$ cat config.mk
export PLATFORM = sky130hd
export DESIGN_NAME = sprite_row_loader_flat
export DESIGN_NICKNAME = d
export VERILOG_FILES = /design/src/rtl/sprite_row_loader_if.sv /design/src/rtl/sprite_row_loader.sv /design/src/flat_wrapper.sv
export SDC_FILE = /design/constraint.sdc
export NUM_CORES = 1
export LEC_CHECK = 0
export ABC_CLOCK_PERIOD_IN_PS = 6600
export BUFFER_PORTS_ARGS = -buffer_cell sky130_fd_sc_hd__buf_2
export CORE_UTILIZATION = 35
export CTS_CLUSTER_DIAMETER = 100
export DETAILED_ROUTE_END_ITERATION = 8
export HOLD_SLACK_MARGIN = 0.03
export PLACE_DENSITY = 0.57
export RECOVER_POWER = 100
export SYNTH_ARGS = -nofsm -noshare
export SYNTH_HDL_FRONTEND = slang
export SYNTH_SLANG_ARGS = --single-unit
$ cat constraint.sdc
create_clock -name clk -period 6.6 [get_ports clk]
set_clock_uncertainty 0.1 [all_clocks]
set_input_delay 0 -clock clk [delete_from_list [all_inputs] [get_ports clk]]
set_output_delay 0 -clock clk [all_outputs]
set_load 0.01 [all_outputs]
$ cat src/rtl/sprite_row_loader_if.sv
`default_nettype none
// ============================================================================
// sprite_row_loader_if : sprite record type and loader bus bundle
// Rev 1.0 : initial release
// ============================================================================

package sprite_row_loader_pkg;
    typedef struct packed {
        logic [8:0]   x;
        logic [1:0]   w;
        logic         x_mirror;
        logic [2:0]   palette;
        logic         fg_prio;
        logic         bg_prio;
        logic [127:0] pattern;
    } sprite_reg_t;
endpackage

interface sprite_row_loader_if #(
    parameter int OAM_ENTRIES = 64
) ();
    localparam int AW = $clog2(OAM_ENTRIES);

    logic                               row_start;
    logic [7:0]                         row;
    logic [AW-1:0]                      oam_addr;
    logic [35:0]                        oam_data;
    logic [10:0]                        pat_addr;
    logic [31:0]                        pat_data;
    sprite_row_loader_pkg::sprite_reg_t out;
    logic                               out_valid;
    logic                               out_ack;
    logic                               busy;
    logic                               done;

    modport slave (
        input  row_start, row, oam_data, pat_data, out_ack,
        output oam_addr, pat_addr, out, out_valid, busy, done
    );

    modport master (
        output row_start, row, oam_data, pat_data, out_ack,
        input  oam_addr, pat_addr, out, out_valid, busy, done
    );
endinterface
`default_nettype wire

$ cat src/rtl/sprite_row_loader.sv
`default_nettype none
// ============================================================================
// sprite_row_loader : scans OAM for one scanline, fetches tile rows, pushes records
// Rev 1.0 : initial release
// ============================================================================

module sprite_row_loader #(
    parameter int OAM_ENTRIES = 64,
    parameter int MAX_PER_ROW = 16
) (
    input  wire logic         clk,
    input  wire logic         rst,
    sprite_row_loader_if.slave bus
);
    localparam int AW = $clog2(OAM_ENTRIES);
    localparam int CW = $clog2(MAX_PER_ROW + 1);
    localparam logic [AW-1:0] LAST_IDX = AW'(OAM_ENTRIES - 1);
    localparam logic [CW-1:0] MAX_CNT  = CW'(MAX_PER_ROW);

    typedef enum logic [2:0] {
        S_IDLE     = 3'd0,
        S_CONF_RD  = 3'd1,
        S_CONF_CHK = 3'd2,
        S_PAT_RD   = 3'd3,
        S_PAT_WR   = 3'd4,
        S_PUSH     = 3'd5,
        S_DONE     = 3'd6
    } state_t;

    state_t                             state_q;
    logic [7:0]                         row_q;
    logic [AW-1:0]                      index_q;
    logic [CW-1:0]                      count_q;
    logic [1:0]                         tx_q;
    logic [4:0]                         ry_q;
    logic [7:0]                         tile_q;
    logic [10:0]                        pat_addr_q;
    sprite_row_loader_pkg::sprite_reg_t out_q;
    logic                               out_valid_q;
    logic                               done_q;

    logic [7:0] ent_y;
    logic [1:0] ent_h;
    logic [7:0] ent_dy;
    logic [4:0] ent_last;
    logic [4:0] ent_ry;
    logic       ent_hit;

    // ent_last = 8*(h+1)-1, the last sprite line relative to y
    assign ent_y    = bus.oam_data[16:9];
    assign ent_h    = bus.oam_data[20:19];
    assign ent_dy   = row_q - ent_y;
    assign ent_last = {ent_h, 3'b111};
    assign ent_hit  = (row_q >= ent_y) && (ent_dy <= {3'b000, ent_last});
    assign ent_ry   = bus.oam_data[22] ? (ent_last - ent_dy[4:0]) : ent_dy[4:0];

    function automatic logic [10:0] pat_addr_of(input logic [7:0] tile,
                                                input logic [4:0] ry,
                                                input logic [1:0] tx);
        logic [7:0] t;
        t = tile + {4'b0000, ry[4:3], 2'b00} + {6'b000000, tx};
        return {t, ry[2:0]};
    endfunction

    always_ff @(posedge clk or posedge rst) begin
        if (rst) begin
            state_q     <= S_IDLE;
            row_q       <= '0;
            index_q     <= '0;
            count_q     <= '0;
            tx_q        <= '0;
            ry_q        <= '0;
            tile_q      <= '0;
            pat_addr_q  <= '0;
            out_q       <= '0;
            out_valid_q <= 1'b0;
            done_q      <= 1'b0;
        end else begin
            done_q <= 1'b0;
            if (bus.row_start && (state_q != S_IDLE)) begin
                // abandon the current scan without signalling done
                row_q       <= bus.row;
                index_q     <= '0;
                count_q     <= '0;
                tx_q        <= '0;
                out_valid_q <= 1'b0;
                state_q     <= S_CONF_RD;
            end else begin
                case (state_q)
                    S_IDLE: begin
                        if (bus.row_start) begin
                            row_q   <= bus.row;
                            index_q <= '0;
                            count_q <= '0;
                            state_q <= S_CONF_RD;
                        end
                    end
                    S_CONF_RD: state_q <= S_CONF_CHK;
                    S_CONF_CHK: begin
                        if (ent_hit) begin
                            out_q.x        <= bus.oam_data[8:0];
                            out_q.w        <= bus.oam_data[18:17];
                            out_q.x_mirror <= bus.oam_data[21];
                            out_q.palette  <= bus.oam_data[25:23];
                            out_q.fg_prio  <= bus.oam_data[26];
                            out_q.bg_prio  <= bus.oam_data[27];
                            out_q.pattern  <= '0;
                            tile_q         <= bus.oam_data[35:28];
                            ry_q           <= ent_ry;
                            tx_q           <= 2'd0;
                            pat_addr_q     <= pat_addr_of(bus.oam_data[35:28], ent_ry, 2'd0);
                            state_q        <= S_PAT_RD;
                        end else if (index_q == LAST_IDX) begin
                            done_q  <= 1'b1;
                            state_q <= S_DONE;
                        end else begin
                            index_q <= index_q + AW'(1);
                            state_q <= S_CONF_RD;
                        end
                    end
                    S_PAT_RD: state_q <= S_PAT_WR;
                    S_PAT_WR: begin
                        out_q.pattern[{tx_q, 5'b00000} +: 32] <= bus.pat_data;
                        if (tx_q == out_q.w) begin
                            out_valid_q <= 1'b1;
                            state_q     <= S_PUSH;
                        end else begin
                            tx_q       <= tx_q + 2'd1;
                            pat_addr_q <= pat_addr_of(tile_q, ry_q, tx_q + 2'd1);
                            state_q    <= S_PAT_RD;
                        end
                    end
                    S_PUSH: begin
                        if (bus.out_ack) begin
                            out_valid_q <= 1'b0;
                            count_q     <= count_q + CW'(1);
                            if (((count_q + CW'(1)) == MAX_CNT) || (index_q == LAST_IDX)) begin
                                done_q  <= 1'b1;
                                state_q <= S_DONE;
                            end else begin
                                index_q <= index_q + AW'(1);
                                state_q <= S_CONF_RD;
                            end
                        end
                    end
                    S_DONE:  state_q <= S_IDLE;
                    default: state_q <= S_IDLE;
                endcase
            end
        end
    end

    assign bus.oam_addr  = index_q;
    assign bus.pat_addr  = pat_addr_q;
    assign bus.out       = out_q;
    assign bus.out_valid = out_valid_q;
    assign bus.busy      = (state_q != S_IDLE);
    assign bus.done      = done_q;

endmodule
`default_nettype wire
$ cat src/flat_wrapper.sv
// flat-port wrapper written by rule: the top's interface ports become plain ports
module sprite_row_loader_flat 
#(
    parameter int OAM_ENTRIES = 64,
    parameter int MAX_PER_ROW = 16
)
  (clk, rst, bus_row_start, bus_row, bus_oam_data, bus_pat_data, bus_out_ack, bus_oam_addr, bus_pat_addr, bus_out, bus_out_valid, bus_busy, bus_done);
  sprite_row_loader_if #(.OAM_ENTRIES(OAM_ENTRIES)) bus_i ();
  input  wire logic clk;
  input  wire logic rst;
  input wire logic [$bits(bus_i.row_start)-1:0] bus_row_start;
  input wire logic [$bits(bus_i.row)-1:0] bus_row;
  input wire logic [$bits(bus_i.oam_data)-1:0] bus_oam_data;
  input wire logic [$bits(bus_i.pat_data)-1:0] bus_pat_data;
  input wire logic [$bits(bus_i.out_ack)-1:0] bus_out_ack;
  output wire logic [$bits(bus_i.oam_addr)-1:0] bus_oam_addr;
  output wire logic [$bits(bus_i.pat_addr)-1:0] bus_pat_addr;
  output wire logic [$bits(bus_i.out)-1:0] bus_out;
  output wire logic [$bits(bus_i.out_valid)-1:0] bus_out_valid;
  output wire logic [$bits(bus_i.busy)-1:0] bus_busy;
  output wire logic [$bits(bus_i.done)-1:0] bus_done;
  assign bus_i.row_start = bus_row_start;
  assign bus_i.row = bus_row;
  assign bus_i.oam_data = bus_oam_data;
  assign bus_i.pat_data = bus_pat_data;
  assign bus_i.out_ack = bus_out_ack;
  assign bus_oam_addr = bus_i.oam_addr;
  assign bus_pat_addr = bus_i.pat_addr;
  assign bus_out = bus_i.out;
  assign bus_out_valid = bus_i.out_valid;
  assign bus_busy = bus_i.busy;
  assign bus_done = bus_i.done;
  sprite_row_loader #(.OAM_ENTRIES(OAM_ENTRIES), .MAX_PER_ROW(MAX_PER_ROW)) u_core (.clk(clk), .rst(rst), .bus(bus_i));
endmodule
## After elaboration in Yosys (flattened, before gate mapping)

Cells that the tools add are included.
W data, S select, Z words.

| cells by class | value |
|---|---|
| $add $sub $neg | 9 |
| shifts and indexed selects | 2 |
| equal/unequal tests | 18 |
| reduce and logical (&&, ||, !) cells | 21 |
| $lt $le $gt $ge | 2 |
| mux-type cells | 43 |
| bitwise logic cells | 1 |

Operator list:

| cell | number |
|---|---|
| $pmux W128 S2 | 1 |
| $bwmux W128 | 1 |
| $mux W128 | 1 |
| $shift A32 B9 Y128 const A | 1 |
| $shiftx A32 B9 Y128 | 1 |
| $mux W6 | 6 |
| $mux W8 | 3 |
| $mux W11 | 2 |
| $pmux W11 S2 | 1 |
| $mux W3 | 7 |
| $mux W5 | 4 |
| $pmux W3 S6 | 1 |
| $pmux W6 S3 | 1 |
| $add A8 B4 Y8 | 2 |
| $ne A3 B2 Y1 const B | 5 |
| $reduce_and A3 Y1 | 5 |
| $reduce_bool A3 Y1 | 4 |
| $pmux W5 S2 | 1 |
| $neg A7 Y9 | 1 |
| $add A8 B2 Y8 | 1 |
| $ge A8 B8 Y1 | 1 |
| $le A8 B5 Y1 | 1 |
| $mux W1 | 8 |
| $sub A8 B8 Y8 | 1 |
| 26 further kinds | 36 |

| storage, ports and cells | value |
|---|---|
| bits of input ports | 80 |
| register bits | 195 |

## Depth between registers and ports, before layout

| depth | value |
|---|---|
| depth after elaboration | 7 |
| depth in mapped cells | 17 |
| gate-level depth less buffers | 17 |

## Least setup slack after synthesis

OpenSTA, ideal clock, no wires.

| path | value |
|---|---|
| path kind | flip-flop to flip-flop |
| start | register u_core.row_q[0] |
| end | register u_core.pat_addr_q[7] (netlist: u_core.bus.pat_addr[7]) |
| cell stages (with the launch flop) | 17 |
| setup slack | 2.925 ns |
| period minus slack after synthesis | 3.675 ns |
| arrival | 3.447 ns |
| cell sequence | dfrtp_1 inv_1 ha_1 fa_1 nor2b_1 o21ai_0 nand2b_1 xor2_1 ha_1 a21oi_1 a41oi_1 or4_1 or3_1 buf_2 a21boi_1 buf_2 mux2_1 |

| on the way | value |
|---|---|
| cells in the longest elaborated chain, start to end | 6 |

RTL lines:

| item | RTL line | RTL |
|---|---|---|
| start, declared | sprite_row_loader.sv:31 | `logic [7:0] row_q;` |
| start signal, assigned | sprite_row_loader.sv:82 | `row_q <= bus.row;` |
| start signal, assigned | sprite_row_loader.sv:92 | `row_q <= bus.row;` |
| $sub A8 B8 Y8 | sprite_row_loader.sv:52 | `assign ent_dy = row_q - ent_y;` |
| $sub A5 B5 Y5 | sprite_row_loader.sv:55 | `assign ent_ry = bus.oam_data[22] ? (ent_last - ent_dy[4:0]) : ent_dy[4:0];` |
| $mux W5 | sprite_row_loader.sv:55 |  |
| $add A8 B4 Y8 | sprite_row_loader.sv:61 | `t = tile + {4'b0000, ry[4:3], 2'b00} + {6'b000000, tx};` |
| $mux W11 | sprite_row_loader.sv:100 | `if (ent_hit) begin` |
| $pmux W11 S2 | sprite_row_loader.sv:89 | `case (state_q)` |
| end signal, assigned | sprite_row_loader.sv:111 | `pat_addr_q <= pat_addr_of(bus.oam_data[35:28], ent_ry, 2'd0);` |
| end signal, assigned | sprite_row_loader.sv:129 | `pat_addr_q <= pat_addr_of(tile_q, ry_q, tx_q + 2'd1);` |
| end, declared | sprite_row_loader.sv:37 | `logic [10:0] pat_addr_q;` |

Parallel ways exist; a longest one is shown, timed or not. The select of a mux whose other input is x is not followed.
A chain may end at the register's enable or synchronous reset.

## Worst setup path in the final report

| path | value |
|---|---|
| start | register u_core.row_q[0] |
| end | register u_core.out_q, in the netlist u_core.bus.out[132] |

| on the way | value |
|---|---|
| cells in the longest elaborated chain, start to end | 4 |

RTL lines:

| item | RTL line | RTL |
|---|---|---|
| $sub A8 B8 Y8 | sprite_row_loader.sv:52 |  |
| $le A8 B5 Y1 | sprite_row_loader.sv:54 | `assign ent_hit = (row_q >= ent_y) && (ent_dy <= {3'b000, ent_last});` |
| $logic_and A1 B1 Y1 * | sprite_row_loader.sv:54 |  |
| $reduce_and A3 Y1 (no line) * | - |  |
| end, declared | sprite_row_loader.sv:38 | `sprite_row_loader_pkg::sprite_reg_t out_q;` |

Every way passes the cells marked *; elsewhere a longest branch is shown, timed or not.

==> impl_metrics.py <==
metrics = {
    "place": {
        "gp_routability_congestion": 0.797,
        "place.detailed.hpwl_mm": 15.1,
        "total_of_buffers_placed_on_input_and_output_ports": 244,
    },
    "power": {
        "clock_power_share": 0.313,
        "comb_power_share": 0.229,
        "max-vdd-ir-drop_v": 0.000173,
        "netSwitchingFraction": 0.318,
        "internal_power_mw": 2.29,
        "power.share.sequential": 0.458,
        "pwr_density_cell_nw_per_um2": 308,
        "post-layout-total-power_mw": 3.36,
        "netSwitchingPower_mw": 1.07,
        "cellLeakagePower_nw": 5.19,
    },
    "detailed_routing": {
        "vias": 6592,
        "first_pass_iters": 5,
        "drt-total-wl_mm": 23.5,
        "vias_per_instance": 5.12,
        "detailedRoute.firstIterationViolations": 391,
        "route.detailed.drc": 0,
        "wire_per_inst_um": 18.3,
        "route.antenna.remaining_nets": 0,
    },
    "sta": {
        "max_clock_freq_ghz": 0.187,
        "layout_worst_path_cycle_share": 0.811,
        "timing_hold_violations_final": 0,
        "setup_tns_ps": 0,
        "timing.final.setup_violations": 0,
        "hold_slack_ps": 41.0,
        "grt_setup_unrepaired": "false",
        "period_needed_ps": 5350,
        "drv_slew": 125,
        "slew_headroom": -2.10,
        "tightestPinTransition_ps": 4650,
    },
    "layout": {
        "area_growth_pct": 29.7,
        "layout-drive-gt1-share": 0.159,
        "most_frequent_cells_in_the_layout": "195 x dfrtp_1, 168 x clkbuf_1, 128 x a22o_1",
        "finalCoreUtilization": 0.463,
        "antenna_cells_inserted": 0,
        "filler_cells_inserted": 2266,
        "final_common_cell": "dfrtp_1",
        "final_net_count": 1062,
    },
    "logic_synthesis": {
        "yosys_warnings": 0,
        "synth_enable_flop_cells": 0,
        "synth_ff_type": "dfrtp_1",
        "synth_largest_type_area_fraction": 0.580,
        "synth_simple_gate_area_frac": 0.0549,
        "yosys-top-cells-area": "dfrtp_1 58%, a22o_1 13%, mux2_2 4.7%",
        "synthesis.nets": 768,
        "synth.yosys.seq_area_share": 0.580,
        "post_synth_xor_area_fraction": 0.0229,
        "synth.area.mux_share": 0.0638,
        "synth.lib_cells_used.distinct": 48,
        "synth_adder_area_share": 0.0428,
        "synth_top_family_by_area": "compound AO/OA/AOI/OAI gates",
        "synth_seq_cells": 195,
        "syn_area_um2": 8410,
        "syn_inst": 661,
        "yosys.area.top_type": "dfrtp_1",
        "synth-compound-area-share": 0.199,
        "syn_avg_cell_area_um2": 12.7,
        "postSynth.asyncResetShare": 1.00,
    },
    "clock_network": {
        "clock_latency_late_sink_ps": 430,
        "clk_transition_reported_paths_ps": 80,
        "cts_resized": 0,
        "clkSinkCount": 195,
        "root_buffer": "clkbuf_16",
        "cts_tree": "yes",
        "clock_tree.buffer_depth": 2,
        "htree_levels": 4,
        "cts_inserted_buffers": 17,
    },
    "die": {
        "fp.dieW_um": 157,
        "ios": 245,
        "rows": 56,
        "initial_core_util": 0.357,
        "coreArea_um2": 23500,
        "floorplan.die_area_um2": 24700,
        "die-height_um": 157,
    },
    "min_path": {
        "min-delay-path-class": "input port to flop",
    },
    "run_status": {
        "violated_checks": "max-capacitance violations, max-slew violations",
        "outcome": "finished, violations left",
    },
    "worst_setup_path": {
        "crit_required_ps": 6810,
        "timing.critical_path.fanout_max": 23,
        "timing.critical_path.to_type": "flop",
        "worst_ep_arrival_time_ps": 5560,
        "cp-start-kind": "flop",
        "crit_type": "flop to flop",
    },
    "flow_run": {
        "cap_viol_max_count": 1,
    },
    "global_route": {
        "grt_first_pass_wirelength_mm": 36.5,
        "via_count_of_the_first_global_routing_pass": 6546,
        "grt_antenna_before_repair": 0,
        "maximum_number_of_pins_on_one_net_before_global_route_repair": 125,
        "globalRouteTotalUtil": 0.192,
        "globalRouteOverflowTotal": 0,
    },
}
## worst max-delay path, cell delays in order (launching register included)
cell and delay [ps]:
dfrtp_1 330, inv_1 60, ha_1 190, fa_1 440, nor2b_1 190, o21ai_0 100
nand2b_1 90, xor2_1 210, ha_1 300, a21oi_1 140, a41oi_1 50, or4_1 440
or3_1 700, nor2_1 1080, buf_4 410, mux2_2 360
## synth_stat cells (10+ instances only)
| cell type | count |
|---|---|
| a21oi_1 | 17 |
| a22o_1 | 128 |
| clkbuf_1 | 32 |
| dfrtp_1 | 195 |
| ha_1 | 24 |
| inv_1 | 21 |
| mux2_1 | 10 |
| mux2_2 | 35 |
| nand2_1 | 22 |
| nor2_1 | 30 |
| nor2b_1 | 11 |
| o21ai_0 | 14 |
| xor2_1 | 13 |
## area by class of cell
class	instances	area, um2	share of cell area
Sequential cell	195	4880	0.447
Clock buffer	18	429	0.0393
Inverter	21	78.8	0.00722
Timing Repair Buffer	320	1750	0.160
Tap cell	319	399	0.0366
Clock inverter	14	161	0.0148
Multi-Input combinational cell	400	3210	0.295
## power groups by stage
stage	clock network, mW	logic, mW	registers [mW]
3_5_place_dp	0	0.794	1.55
5_1_grt	1.13	0.845	1.56
2_1_floorplan	0	0.410	1.61
3_3_place_gp	0	0.779	1.55
4_1_cts	1.08	0.823	1.53
6_report	1.05	0.769	1.54
## sequential cells by signal (all words and copies together) (netlist names)
| register | flops |
|---|---|
| u_core.bus.out | 145 |
| u_core.bus.pat_addr | 11 |
| u_core.row_q | 8 |
| u_core.tile_q | 8 |
| u_core.bus.oam_addr | 6 |
| u_core.count_q | 5 |
| u_core.ry_q | 5 |
| u_core.state_q | 3 |
| u_core.tx_q | 2 |
| u_core.bus.done | 1 |
| u_core.bus.out_valid | 1 |
## metal layers
| metal | track usage | vias up | routed length (um) |
|---|---|---|---|
| li1 | - | 3037 | - |
| met1 | 0.268 | 3333 | 11200 |
| met2 | 0.299 | 193 | 10900 |
| met3 | 0.0369 | 29 | 1020 |
| met4 | 0.0624 | 0 | 455 |
| met5 | 0 | - | 0 |
## path summary, 6_finish.rpt
path / start / endpoint / slack (ps) / cells past startpoint
min: bus_row_start / u_core.count_q[1]$_DFFE_PP0P_ / 40 / 2
max in group asynchronous: rst / u_core.bus.pat_addr[3]$_DFFE_PP0P_ / 1770 / 4
max: u_core.row_q[0]$_DFFE_PP0P_ / u_core.bus.out[132]$_DFFE_PP0P_ / 1250 / 15
min in group asynchronous: rst / u_core.bus.out[144]$_DFFE_PP0P_ / 1770 / 3
min reg2reg: u_core.ry_q[1]$_DFFE_PP0P_ / u_core.ry_q[1]$_DFFE_PP0P_ / 390 / 1
max reg2reg: u_core.row_q[0]$_DFFE_PP0P_ / u_core.bus.out[132]$_DFFE_PP0P_ / 1250 / 15
## logic make-up (layout without fill, tap and decap cells)
group,after synthesis,in the layout
AO/OA/AOI/OAI,208,208
XOR/XNOR,22,22
adder cells (fa/ha/maj),27,27
buffers and inverters,66,373
flip-flops,195,195
multiplexers,48,48
AND/OR/NAND/NOR,95,95
## per-stage QoR
stage | setup slack, ps | cells | cell area (um2)
finish | 1250 | 1287 | 10900
global placement | 1740 | 1187 | 9880
detailed placement | 1600 | 1187 | 9880
CTS | 1580 | 1287 | 11100
floorplan | 1190 | 661 | 8410
global route | 800 | 1287 | 10900
## timing repair
item,4_1_cts,5_1_grt
buffers inserted,0,0
endpoints found under the hold margin,297,0
hold buffers,68,0
Power figures use the tool's default switching activity.
